===== config.mk =====
export PLATFORM = sky130hd
export DESIGN_NAME = scale_ratio_sequencer_flat
export DESIGN_NICKNAME = d
export VERILOG_FILES = /design/src/rtl/scale_ratio_sequencer_if.sv /design/src/rtl/scale_ratio_sequencer.sv /design/src/flat_wrapper.sv
export SDC_FILE = /design/constraint.sdc
export NUM_CORES = 1
export LEC_CHECK = 0
export CAP_MARGIN = 20
export CORE_AREA = 3 3 100 102
export CTS_CLUSTER_DIAMETER = 30
export CTS_CLUSTER_SIZE = 14
export DETAILED_ROUTE_END_ITERATION = 8
export DIE_AREA = 0 0 103 105
export GPL_TIMING_DRIVEN = 0
export HOLD_SLACK_MARGIN = 0.05
export PLACE_DENSITY = 0.78
export SYNTH_ARGS = -nofsm -noshare
export SYNTH_HDL_FRONTEND = slang
export SYNTH_SLANG_ARGS = --single-unit

===== constraint.sdc =====
create_clock -name clk -period 1.9 [get_ports clk]
set_input_delay 0.38 -clock clk [delete_from_list [all_inputs] [get_ports clk]]
set_output_delay 0.38 -clock clk [all_outputs]
set_load 0.005 [all_outputs]

===== src/rtl/scale_ratio_sequencer_if.sv =====
// Request/response bus between the ratio sequencer and the divider.
interface scale_ratio_sequencer_if;
  logic [15:0] div_data1;
  logic [15:0] div_data2;
  logic        div_rdy;
  logic [15:0] div_out;
  logic        div_out_rdy;

  modport master (output div_data1, div_data2, div_rdy, input div_out, div_out_rdy);
  modport slave  (input div_data1, div_data2, div_rdy, output div_out, div_out_rdy);
endinterface


===== src/rtl/scale_ratio_sequencer.sv =====
// Forms fixed-point scale ratios src/dst for width then height by issuing two
// sequential divider requests, guarding against zero divisors and a hung divider.
module scale_ratio_sequencer #(
  parameter int  FRAC_BITS   = 6,
  parameter int  TIMEOUT_CYC = 64,
  localparam int DIM_W       = 16 - FRAC_BITS
) (
  input  logic                     clk,
  input  logic                     reset,
  input  logic                     start,
  input  logic [DIM_W-1:0]         src_w,
  input  logic [DIM_W-1:0]         dst_w,
  input  logic [DIM_W-1:0]         src_h,
  input  logic [DIM_W-1:0]         dst_h,
  scale_ratio_sequencer_if.master  div,
  output logic [15:0]              ratio_x,
  output logic [15:0]              ratio_y,
  output logic                     busy,
  output logic                     done,
  output logic                     err_zero,
  output logic                     err_timeout
);
  localparam int             CNT_W    = $clog2(TIMEOUT_CYC + 1);
  localparam logic [CNT_W-1:0] CNT_LAST = CNT_W'(TIMEOUT_CYC - 1);

  typedef enum logic [2:0] {IDLE, REQ_X, WAIT_X, REQ_Y, WAIT_Y, FIN} state_t;

  state_t           state, state_n;
  logic [CNT_W-1:0] cnt, cnt_n;
  // Width dims go straight into the request registers at acceptance; only the
  // height pair has to survive until the second request.
  logic [DIM_W-1:0] src_h_q, dst_h_q, src_h_n, dst_h_n;
  logic [15:0]      data1_n, data2_n, rx_n, ry_n;
  logic             rdy_n, done_n, ez_n, et_n;

  // State register.
  always_ff @(posedge clk) begin
    if (reset) state <= IDLE;
    else       state <= state_n;
  end

  // Next state plus next values of every registered output.
  always_comb begin
    state_n = state;
    // Counter runs through REQ and WAIT so a wait aborts TIMEOUT_CYC cycles after its request.
    cnt_n   = (state == IDLE || state == FIN) ? '0 : cnt + CNT_W'(1);
    data1_n = div.div_data1;
    data2_n = div.div_data2;
    rdy_n   = 1'b0;
    done_n  = 1'b0;
    rx_n    = ratio_x;
    ry_n    = ratio_y;
    ez_n    = err_zero;
    et_n    = err_timeout;
    src_h_n = src_h_q;
    dst_h_n = dst_h_q;
    case (state)
      IDLE: if (start) begin
        src_h_n = src_h;
        dst_h_n = dst_h;
        rx_n    = '0;
        ry_n    = '0;
        ez_n    = 1'b0;
        et_n    = 1'b0;
        if (dst_w == '0 || dst_h == '0) begin
          ez_n    = 1'b1;
          state_n = FIN;
          done_n  = 1'b1;
        end else begin
          state_n = REQ_X;
          rdy_n   = 1'b1;
          data1_n = {src_w, {FRAC_BITS{1'b0}}};
          data2_n = {{FRAC_BITS{1'b0}}, dst_w};
          cnt_n   = '0;
        end
      end
      REQ_X: state_n = WAIT_X;
      WAIT_X: begin
        // A result on the last allowed cycle beats the timeout.
        if (div.div_out_rdy) begin
          rx_n    = div.div_out;
          state_n = REQ_Y;
          rdy_n   = 1'b1;
          data1_n = {src_h_q, {FRAC_BITS{1'b0}}};
          data2_n = {{FRAC_BITS{1'b0}}, dst_h_q};
          cnt_n   = '0;
        end else if (cnt == CNT_LAST) begin
          et_n    = 1'b1;
          state_n = FIN;
          done_n  = 1'b1;
        end
      end
      REQ_Y: state_n = WAIT_Y;
      WAIT_Y: begin
        if (div.div_out_rdy) begin
          ry_n    = div.div_out;
          state_n = FIN;
          done_n  = 1'b1;
        end else if (cnt == CNT_LAST) begin
          et_n    = 1'b1;
          state_n = FIN;
          done_n  = 1'b1;
        end
      end
      FIN:     state_n = IDLE;
      default: state_n = IDLE;
    endcase
  end

  // Output and datapath registers; outputs track the state being entered.
  always_ff @(posedge clk) begin
    if (reset) begin
      cnt           <= '0;
      src_h_q       <= '0;
      dst_h_q       <= '0;
      div.div_data1 <= '0;
      div.div_data2 <= '0;
      div.div_rdy   <= 1'b0;
      ratio_x       <= '0;
      ratio_y       <= '0;
      busy          <= 1'b0;
      done          <= 1'b0;
      err_zero      <= 1'b0;
      err_timeout   <= 1'b0;
    end else begin
      cnt           <= cnt_n;
      src_h_q       <= src_h_n;
      dst_h_q       <= dst_h_n;
      div.div_data1 <= data1_n;
      div.div_data2 <= data2_n;
      div.div_rdy   <= rdy_n;
      ratio_x       <= rx_n;
      ratio_y       <= ry_n;
      busy          <= (state_n != IDLE);
      done          <= done_n;
      err_zero      <= ez_n;
      err_timeout   <= et_n;
    end
  end
endmodule


===== src/flat_wrapper.sv =====
// flat-port wrapper written by rule: the top's interface ports become plain ports
module scale_ratio_sequencer_flat 
#(
  parameter int  FRAC_BITS   = 6,
  parameter int  TIMEOUT_CYC = 64,
  localparam int DIM_W       = 16 - FRAC_BITS
)
  (clk, reset, start, src_w, dst_w, src_h, dst_h, ratio_x, ratio_y, busy, done, err_zero, err_timeout, div_div_data1, div_div_data2, div_div_rdy, div_div_out, div_div_out_rdy);
  scale_ratio_sequencer_if div_i ();
  input  logic clk;
  input  logic reset;
  input  logic start;
  input  logic [DIM_W-1:0] src_w;
  input  logic [DIM_W-1:0] dst_w;
  input  logic [DIM_W-1:0] src_h;
  input  logic [DIM_W-1:0] dst_h;
  output logic [15:0] ratio_x;
  output logic [15:0] ratio_y;
  output logic busy;
  output logic done;
  output logic err_zero;
  output logic err_timeout;
  output wire logic [$bits(div_i.div_data1)-1:0] div_div_data1;
  output wire logic [$bits(div_i.div_data2)-1:0] div_div_data2;
  output wire logic [$bits(div_i.div_rdy)-1:0] div_div_rdy;
  input wire logic [$bits(div_i.div_out)-1:0] div_div_out;
  input wire logic [$bits(div_i.div_out_rdy)-1:0] div_div_out_rdy;
  assign div_div_data1 = div_i.div_data1;
  assign div_div_data2 = div_i.div_data2;
  assign div_div_rdy = div_i.div_rdy;
  assign div_i.div_out = div_div_out;
  assign div_i.div_out_rdy = div_div_out_rdy;
  scale_ratio_sequencer #(.FRAC_BITS(FRAC_BITS), .TIMEOUT_CYC(TIMEOUT_CYC)) u_core (.clk(clk), .reset(reset), .start(start), .src_w(src_w), .dst_w(dst_w), .src_h(src_h), .dst_h(dst_h), .div(div_i), .ratio_x(ratio_x), .ratio_y(ratio_y), .busy(busy), .done(done), .err_zero(err_zero), .err_timeout(err_timeout));
endmodule

Word level (Yosys, flattened, before mapping)
Cells that the tools add are included.

Register bits: 99. Input port bits: 60. Output and inout port bits: 69. Word-level logic and storage cells: 78.

$add $sub $neg: 1. Equal/unequal tests: 12. Muxes and demuxes: 37. Reductions and logical operators: 15.

Operators by type and width (count): 2-to-1 mux 16 bit (8); one-hot mux 16 bit (2 select lines) (4); 2-to-1 mux 7 bit (4); logical NOT 10 bit (2); 2-to-1 mux 3 bit (5); one-hot mux 3 bit (5 select lines) (1); one-hot mux 7 bit (2 select lines) (1); 2-to-1 mux 1 bit (11); != test 2 bit, second input constant (5); AND reduction 4 bit (2); adder 7 x 1 -> 7 bit, second input constant (1); equality test 7 x 6 -> 1 bit, second input constant (1); equality test 3 x 2 -> 1 bit, second input constant (2); equality test 3 bit, second input constant (2); AND reduction 3 bit (2); nonzero test 2 bit (3); one-hot mux 1 bit (2 select lines) (2); equality test 3 x 1 -> 1 bit, second input constant (1); logical NOT 3 bit (1); one-hot mux 1 bit (3 select lines) (1); nonzero test 3 bit (1); logical OR 1 bit (2); != test 2 x 1 -> 1 bit, second input constant (1); AND reduction 2 bit (1); OR reduction 2 bit (1).

Depth between registers and ports, before layout
Depth after elaboration: 6. Gate-level depth with buffers: 7. Depth with buffers taken out: 5.

Worst setup path before layout
No wires, ideal clock.

Path type: input to register. Start point: input dst_w[5]. End point: register u_core.div.div_data2[1]. Data arrival time: 1.883 ns. Path slack: -0.129 ns. Stages on the path: 5. Path buffers: 1. Cells stage by stage: or4_1 or4_1 clkbuf_1 a31oi_1 a211oi_2.

Cells in the longest elaborated chain, start to end: 4.

Ends and longest elaborated chain: from (decl) (line flat_wrapper.sv:14) `input logic [DIM_W-1:0] dst_w;`; logical NOT 10 bit (line scale_ratio_sequencer.sv:65) `if (dst_w == '0 || dst_h == '0) begin`; logical OR 1 bit (line scale_ratio_sequencer.sv:65); != test 2 bit (no source line); AND reduction 4 bit (no source line); to (signal assigned) (line scale_ratio_sequencer.sv:130) `div.div_data2 <= data2_n;`; to (decl) (line scale_ratio_sequencer_if.sv:9) `modport master (output div_data1, div_data2, div_rdy, input div_out, div_out_rdy);`.

Every way passes these cells. A chain may end at the register's enable or synchronous reset.

Worst setup path after layout
Start point: input dst_w[0]. End point: register u_core.div.div_data1[9].

Cells in the longest elaborated chain, start to end: 4.

Ends and longest elaborated chain: logical NOT 10 bit (line scale_ratio_sequencer.sv:65); logical OR 1 bit (line scale_ratio_sequencer.sv:65); != test 2 bit (no source line); AND reduction 4 bit (no source line); to (signal assigned) (line scale_ratio_sequencer.sv:129) `div.div_data1 <= data1_n;`; to (decl) (line scale_ratio_sequencer_if.sv:9).

Every way passes these cells.

==> key figures <==
Routing
  – 1st-iter DRT viols: ~150
  – DR WL met3: 674 um
  – First-pass iteration count of the detailed router: 4
  – Vias per cell: 5.51
  – DR WL met2: 6030 um
  – Antenna viol nets, final: 0
  – Avg WL per Cell: 17.8 um
  – Routed WL: between 10000 and 15000 um
  – Highest metal used: met4
  – Residual DRC: 0
  – Via count: 3793
  – Met1 wire length: between 5000 and 6000 um

STA
  – Fin crit period: about 2 ns
  – Worst setup margin: -0.0558 ns
  – Layout Skew: about 0.0094 ns
  – Least-Margin Pin Slew: 0.900 ns
  – Final hold vios: 0
  – Setup TNS: -0.0767 ns
  – RSZ-0062 raised after global routing: yes
  – Slew headroom: 0.400
  – # setup viols final: 5
  – Fin. max-slew vios: 0
  – Max Fclk: 0.511 GHz
  – Hold_ws: between 0.2 and 0.3 ns
  – Period utilization: 1.03

Critical path
  – Arr. time, crit path: 2.15 ns
  – Cells on worst reg2reg path: 6
  – Reg2Reg Capture Point: u_core.div.div_data1[9]$_SDFFE_PP0P_
  – R2R Path Start: u_core.state[1]$_SDFF_PP0_
  – Slowest Stage Delay on Critical Path: roughly 0.54 ns
  – CP Max Fanout: 5
  – R2R setup slack: -0.02 ns
  – Crit-path cells: buf_6 > or4_4 > or4_4 > buf_6 > buf_12 > a31oi_4 > a211oi_4
  – Crit path max-delay family: simple AND/OR/NAND/NOR gates
  – Sum of buffers and inverters on the critical path: 3
  – Kind of critical path: input port to flip-flop
  – Critical path endpoint category: flip-flop
  – Worst Path Required: ~2.1 ns
  – CP max stage cell: or4_4
  – Startpoint Class: input port

Die
  – Die X: 103 um
  – Initial Util: 0.410
  – Die footprint: about 11000 sq um
  – Area of the core: 9200 sq um
  – IO Count: approximately 130
  – Die H: 105 um
  – FP Rows: 35

Synth
  – Top cells by count, synth: dfxtp_1 (87), nand2_1 (78), a21oi_1 (57), clkbuf_1 (30)
  – Syn_area_per_cell: about 8.9 sq um
  – EDFF count, synth: 0
  – Count of cell types in the netlist: 43
  – Warnings from Yosys: 0
  – Sequential-to-total area share from yosys stat: 0.461
  – Area leader, netlist: dfxtp_1
  – Post-synth ARST share: 0
  – Top post-synthesis cells by area: dfxtp_1 (46%), nand2_1 (7.8%), a21oi_1 (7.6%), a211oi_2 (6.6%), mux2i_1 (5.3%)
  – Synth top area share: 0.461
  – Most common cell in the netlist: dfxtp_1
  – Synth Register Bits: 87
  – Mapped Cells: 426
  – Most used DFF post-synth: dfxtp_1
  – Synthesized cell area: 3770 sq um

GRT
  – Pin count of the biggest net entering global routing: 14
  – First-pass GRT wire length: 18700 um
  – Initial antenna violation count: 0
  – Tot GR Track Use: 0.218
  – Vias in the first global route: 3832
  – GR Overflow Total: 0

Power
  – Power per cell area: 798 nW/um^2
  – Leak pwr: around 0.0022 uW
  – Total power: 4640 uW
  – Worst vdd ir: 0.378 mV

Cells and area
  – Nets: approximately 640
  – Non-Filler Instances: 688
  – Diodes inserted: 0
  – Share of layout cells above drive strength 1: 0.232
  – Layout area overhead: 54.0%
  – # fillers: between 700 and 800

Place
  – RD Place Congestion: 0.873
  – Port Buffer Count: 115
  – Detailed placement HPWL: 8340 um
  – Pre-CTS WS: -0.748 ns
  – Cells after DPL: roughly 660

CTS
  – Clock-pin slew on the worst setup and hold paths: 0.09 ns
  – CTS tree: built
  – CTS Buffer Depth: 2
  – Later-pin clock latency in the skew report: 0.35 ns
  – Num CTS Buffers: 9
  – H-Tree Depth: 3
  – Cts hold-fix bufs: 0
  – Sink Count: 87
  – CTS Root Buffer Type: clkbuf_8

Status
  – Failing checks: negative setup slack
  – Status: complete, but fails checks

Min path
  – Min-delay worst type: input port to flip-flop
  – Hold Path End: u_core.dst_h_q[6]$_SDFFE_PP0P_
  – Worst hold stages: 3
  – Hold path startpoint: dst_h[6]

Flow run
  – Max-capacitance violation count: 0
==> metal layers <==
layer / GRT usage / up-vias
met4: 0.0962 / 0
met5: 0 / -
met2: 0.352 / 148
met1: 0.287 / 1809
li1: - / 1804
met3: 0.0287 / 32
==> power breakdown <==
group / leakage (uW) / switching, uW / internal, uW
logic: 0.00133 / 532 / 545
registers: 0.000710 / 90.0 / 1940
clock network: 0.000118 / 643 / 894
==> cell families after synthesis <==
kind of cell	share of synthesized area
multiplexers	0.0530
other	0.000993
buffers and inverters	0.0736
flip-flops	0.461
XOR/XNOR	0.0139
adder cells (fa/ha/maj)	0.00331
AO/OA/AOI/OAI	0.232
AND/OR/NAND/NOR	0.162
==> placed cells by master (no fill, tap or decap), types with 6 or more instances in the layout <==
cell              n
or4_4             6
clkbuf_1         12
clkbuf_2         14
buf_2            12
buf_4            23
nor2_1           10
mux2i_1          17
a21oi_1          56
a31oi_4          14
clkbuf_8         10
nand2_1          78
o211ai_1         17
nand4_1          16
dfxtp_1          87
conb_1           12
clkdlybuf4s50_1  95
a211oi_2         18
buf_6             6
==> registers in the layout, summed over array words and instances (netlist names) <==
register	count
u_core.ratio_x	16
u_core.ratio_y	16
u_core.div.div_data1	10
u_core.div.div_data2	10
u_core.dst_h_q	10
u_core.src_h_q	10
u_core.cnt	7
u_core.state	3
u_core.busy	1
u_core.div.div_rdy	1
u_core.done	1
u_core.err_timeout	1
u_core.err_zero	1
==> worst max path at each step <==
stage / start / to / slack (ns) / depth (start not counted)
4_1_cts: dst_w[6] / u_core.div.div_data2[0]$_SDFFE_PP0P_ / -0.04 / 7
6_report: dst_w[0] / u_core.div.div_data1[9]$_SDFFE_PP0P_ / -0.06 / 7
3_5_place_dp: start / u_core.src_h_q[3]$_SDFFE_PP0P_ / -0.75 / 6
3_3_place_gp: start / u_core.src_h_q[9]$_SDFFE_PP0P_ / -0.73 / 6
5_1_grt: u_core.state[1]$_SDFF_PP0_ / u_core.div.div_data1[9]$_SDFFE_PP0P_ / -0.1 / 6
2_1_floorplan: dst_h[5] / u_core.div.div_data1[6]$_SDFFE_PP0P_ / -0.07 / 5
==> tightest hold or removal path: stages <==
cell and delay [ns]:
clkbuf_2 0.09, nand2_1 0.05, a21oi_1 0.06
==> through the flow <==
stage | cell area (sq um) | utilization
5_1_grt | 5810 | 0.632
6_report | 5810 | 0.632
3_5_place_dp | 5140 | 0.559
3_3_place_gp | 5140 | 0.559
4_1_cts | 5590 | 0.607
2_1_floorplan | 3850 | -
==> timing repair <==
item,in CTS,in global routing
pin swaps,11,13
setup buffers,4,8
setup endpoints to repair,70,71
gates resized for setup,79,82
gates cloned,2,1
==> layout make-up <==
class	count	area (sq um)	share of cell area
Sequential cell	87	1740	0.300
Timing Repair Buffer	128	1240	0.214
Buffer	50	314	0.0540
Clock buffer	10	138	0.0237
Clock inverter	4	95.1	0.0164
Multi-Input combinational cell	294	2130	0.366
Tap cell	111	139	0.0239
Inverter	4	15.0	0.00258
No activity file was read; power rests on OpenSTA's default activity.
